**config.mk**
```make
export PLATFORM = sky130hd
export DESIGN_NAME = serial_adder
export DESIGN_NICKNAME = d
export VERILOG_FILES = /design/src/rtl/serial_adder.sv
export SDC_FILE = /design/constraint.sdc
export NUM_CORES = 1
export LEC_CHECK = 0
export ABC_AREA = 1
export CORE_MARGIN = 8
export CORE_UTILIZATION = 54
export DETAILED_ROUTE_END_ITERATION = 8
export PLACE_DENSITY = 0.9
export SLEW_MARGIN = 20
export SYNTH_ARGS = -nofsm -noshare
export SYNTH_HDL_FRONTEND = slang
export SYNTH_SLANG_ARGS = --single-unit
```
**constraint.sdc**
```tcl
create_clock -name clk -period 3 [get_ports clk]
set_input_delay 0.6 -clock clk [delete_from_list [all_inputs] [get_ports clk]]
set_output_delay 0.6 -clock clk [all_outputs]
set_load 0.02 [all_outputs]
```
**src/rtl/serial_adder.sv**
```systemverilog
// Bit-serial adder: adds two WIDTH-bit operands plus carry-in, one bit per clock, LSB first.
// Produces sum, carry-out and signed overflow, with a one-cycle done pulse.
module serial_adder #(
    parameter int unsigned WIDTH = 8
) (
    input  logic             clk,
    input  logic             rst,
    input  logic             start,
    input  logic [WIDTH-1:0] a,
    input  logic [WIDTH-1:0] b,
    input  logic             cin,
    output logic             busy,
    output logic             done,
    output logic [WIDTH-1:0] sum,
    output logic             cout,
    output logic             ovf
);

    localparam int unsigned CW = $clog2(WIDTH + 1);

    typedef enum logic [1:0] {
        IDLE  = 2'd0,
        SHIFT = 2'd1,
        DONE  = 2'd2
    } state_t;

    state_t           state;
    state_t           state_nx;
    logic [WIDTH-1:0] a_q;
    logic [WIDTH-1:0] a_nx;
    logic [WIDTH-1:0] b_q;
    logic [WIDTH-1:0] b_nx;
    logic [WIDTH-1:0] sum_nx;
    logic             c_q;
    logic             c_nx;
    logic [CW-1:0]    cnt_q;
    logic [CW-1:0]    cnt_nx;
    logic             busy_nx;
    logic             done_nx;
    logic             cout_nx;
    logic             ovf_nx;
    logic             bit_s;
    logic             bit_c;
    logic             last_bit;

    // One full-adder cell operating on the current LSBs and the carry flop.
    always_comb begin
        bit_s    = a_q[0] ^ b_q[0] ^ c_q;
        bit_c    = (a_q[0] & b_q[0]) | (a_q[0] & c_q) | (b_q[0] & c_q);
        last_bit = (cnt_q == CW'(WIDTH - 1));
    end

    // Next-state and next-output logic; every register holds unless updated.
    always_comb begin
        state_nx = state;
        a_nx     = a_q;
        b_nx     = b_q;
        c_nx     = c_q;
        cnt_nx   = cnt_q;
        sum_nx   = sum;
        busy_nx  = busy;
        done_nx  = done;
        cout_nx  = cout;
        ovf_nx   = ovf;

        case (state)
            IDLE: begin
                if (start) begin
                    a_nx     = a;
                    b_nx     = b;
                    c_nx     = cin;
                    cnt_nx   = '0;
                    sum_nx   = '0;
                    cout_nx  = 1'b0;
                    ovf_nx   = 1'b0;
                    busy_nx  = 1'b1;
                    state_nx = SHIFT;
                end
            end

            SHIFT: begin
                a_nx   = {1'b0, a_q[WIDTH-1:1]};
                b_nx   = {1'b0, b_q[WIDTH-1:1]};
                sum_nx = {bit_s, sum[WIDTH-1:1]};
                c_nx   = bit_c;
                cnt_nx = cnt_q + CW'(1);
                if (last_bit) begin
                    // c_q is the carry into the MSB on this edge.
                    cout_nx  = bit_c;
                    ovf_nx   = bit_c ^ c_q;
                    done_nx  = 1'b1;
                    state_nx = DONE;
                end
            end

            DONE: begin
                done_nx  = 1'b0;
                busy_nx  = 1'b0;
                state_nx = IDLE;
            end

            default: begin
                done_nx  = 1'b0;
                busy_nx  = 1'b0;
                state_nx = IDLE;
            end
        endcase
    end

    // State and datapath registers with synchronous reset.
    always_ff @(posedge clk) begin
        if (rst) begin
            state <= IDLE;
            a_q   <= '0;
            b_q   <= '0;
            c_q   <= 1'b0;
            cnt_q <= '0;
            sum   <= '0;
            busy  <= 1'b0;
            done  <= 1'b0;
            cout  <= 1'b0;
            ovf   <= 1'b0;
        end else begin
            state <= state_nx;
            a_q   <= a_nx;
            b_q   <= b_nx;
            c_q   <= c_nx;
            cnt_q <= cnt_nx;
            sum   <= sum_nx;
            busy  <= busy_nx;
            done  <= done_nx;
            cout  <= cout_nx;
            ovf   <= ovf_nx;
        end
    end

endmodule

```
==> results.ini <==
[cells_and_area]
area_growth_pct=22.46
drive_gt1_share_pct=8.571
n_fill_cell=225
nets=266
multi_input_area_sq_um=734.5
post-route-util_pct=70.40
diodes=0
stdcell_count=276
seqCellArea_sq_um=700.7

[placement]
dp_slack_ns=0.8616
hpwl_um=2478
dpl.cell_count=268
io_buffers=31
gp_congestion=0.7682

[synthesis]
ys_ff_latch=35
synthTopCellsByArea=dfxtp_1 (44%), nand2_1 (16%), nand3_1 (7.8%)
syn-num-nets=235
yosysTopAreaCell=dfxtp_1
ys_types=28
syn_area_per_cell_sq_um=7.507
yosys_warnings=0
synth_seq_area_share_pct=43.82
syn_area_sq_mm=0.001599
synth_top_area_share_pct=43.82
synthCells=213

[power_and_ir_drop]
p_per_area_mw_per_mm2=471.3
swShare_pct=26.55
pwr-share-comb_pct=14.5
clkPwrFrac_pct=31.5
seqPwrFrac_pct=54.0
intPower_uw=677.9
ir_worst_vdd_v=0.0003391
p_leak_nw=0.8323
power.net_switching_uw=245.1

[setup_path]
setup.worst_path.end_class=output pin
required_ns=2.40
crit_type=reg -> out
arrival_ns=1.35
cp_cell_sequence=clkdlybuf4s50_1
cp-start-kind=flip-flop
cp_top_family=buffers and inverters
crit_fanout=3
critPathMaxStageDelay_ns=0.62
path_buf_inv=1
crit_slowest_cell=clkdlybuf4s50_1

[cts]
tritoncts=done
cts_root_buf=clkbuf_4
clk_latency_ns=0.34
cts.sinks=35
post_cts_buffers=0
clk_pin_slew_ns=0.11
cts_buffers=5
cts_buffer_depth=2
cts_resized=0
cts_hold_buffers=0
h-tree-depth=2

[timing]
final_hold_viol_count=0
min_period_ns=1.953
tightest_slew_ns=0.6144
fin_skew_ns=0.007849
maxSlewViolCount=0
tns_ns=0
finalSetupViolations=0
fin_crit_sh_pct=65.09
rsz0062_at_grt=no
setup_ws_ns=1.047
worst_hold_slack_ns=0.4538
slew_headroom_pct=59.00
fmax_ghz=0.5121

[detailed_routing]
wl_met1_um=1599
via_per_inst=5.272
wl_per_cell_um=13.63
vias=1455
first_pass_iters=4
drt_iter0_markers=98
dr_wl_met3_um=208
drc=0
highest_layer=met4
met2_length_um=1834
final_antenna_net_count=0
wl_um=3761

[outcome]
outcome=finished clean

[global_route]
grt_start_max_net_pins=21
grt_pass1_vias=1393
antenna_found_initial=0
grt_pass1_wl_um=6279
grt.total_usage_pct=15.53
grt_overflow=0

[min_path]
hp-class=reg -> reg

[die]
io_pins=32
core_area_sq_mm=0.002781
rows=19
die_area_sq_mm=0.004958
die_y_um=70.42
start_util_pct=57.49
die_w_um=70.42

[run]
drv_cap=0

## layout make-up
| type | instances | share of cell area, % |
|---|---|---|
| multi-input cells | 146 | 37.51 |
| flip-flops and latches | 35 | 35.78 |
| inverters | 24 | 4.984 |
| repair buffers | 32 | 16.23 |
| clock buffers | 8 | 3.514 |
| well taps | 31 | 1.981 |
## final timing paths
kind / to / slack, ns / start / cells after the start
min: busy / 0.45 / busy / 2
min reg2reg: busy / 0.45 / busy / 2
max: sum[5] / 1.05 / sum[5] / 1
max reg2reg: ovf / 1.66 / cnt_q[0] / 6
## metrics by stage
stage	instance area, sq um	power (mW)
6_report	1958	0.9229
5_1_grt	1958	0.9723
3_3_place_gp	1889	0.6370
3_5_place_dp	1889	0.6407
4_1_cts	1958	0.9293
2_1_floorplan	1599	0.5977
## cells by family (layout without fill, tap and decap cells)
| logic type | after synthesis | in the layout | share of synthesized area (%) |
|---|---|---|---|
| compound gates | 21 | 21 | 8.606 |
| xor+xnor | 1 | 1 | 0.5478 |
| fa+ha+maj | 2 | 2 | 2.034 |
| buf+inv | 32 | 64 | 10.25 |
| flops | 35 | 35 | 43.82 |
| simple gates | 122 | 122 | 34.74 |
## power groups by stage
stage / Clock [mW] / Sequential (mW) / Combinational [mW]
after CTS: 0.297 / 0.498 / 0.134
after detailed placement: 0 / 0.508 / 0.132
after floorplan: 0 / 0.508 / 0.0893
after global placement: 0 / 0.507 / 0.130
final: 0.291 / 0.498 / 0.134
after global routing: 0.321 / 0.501 / 0.150
## worst register-to-register path: cells and delay by family (launching register included)
kind                     cells  cell delay [ns]
adder cells (fa/ha/maj)      1             0.21
AO/OA/AOI/OAI                1             0.09
AND/OR/NAND/NOR              4             0.50
flip-flops                   1             0.43
## synth_stat cells (all sizes together)
master and instances:
o31ai 2, a21oi 8, inv 24, fa 1, nand3 26, o21ai 7
o22ai 4, nor2 24, dfxtp 35, ha 1, clkbuf 1, xor2 1
nand4 1, buf 7, nand2 71
## placed cells by master, fill, tap and decap left out, types with 4 or more instances in the layout
| cell type | count |
|---|---|
| dfxtp_1 | 35 |
| o21ai_0 | 6 |
| nand3_1 | 25 |
| nand2_1 | 67 |
| a21oi_1 | 7 |
| clkdlybuf4s50_1 | 31 |
| inv_1 | 21 |
| o22ai_1 | 4 |
| nor2_1 | 22 |
| clkbuf_4 | 5 |
## state kept, by name, summed over array words and instances (netlist names)
name / cells
ovf: 1
busy: 1
sum: 8
cnt_q: 4
c_q: 1
cout: 1
state: 2
done: 1
a_q: 8
b_q: 8
## layer usage
metal / vias to the layer above / GRT usage (%)
li1: 737 / -
met1: 657 / 17.82
met2: 47 / 24.04
met3: 14 / 5.085
met4: 0 / 10.04
met5: - / 0
Note: power is estimated with default switching activity, not from simulation.
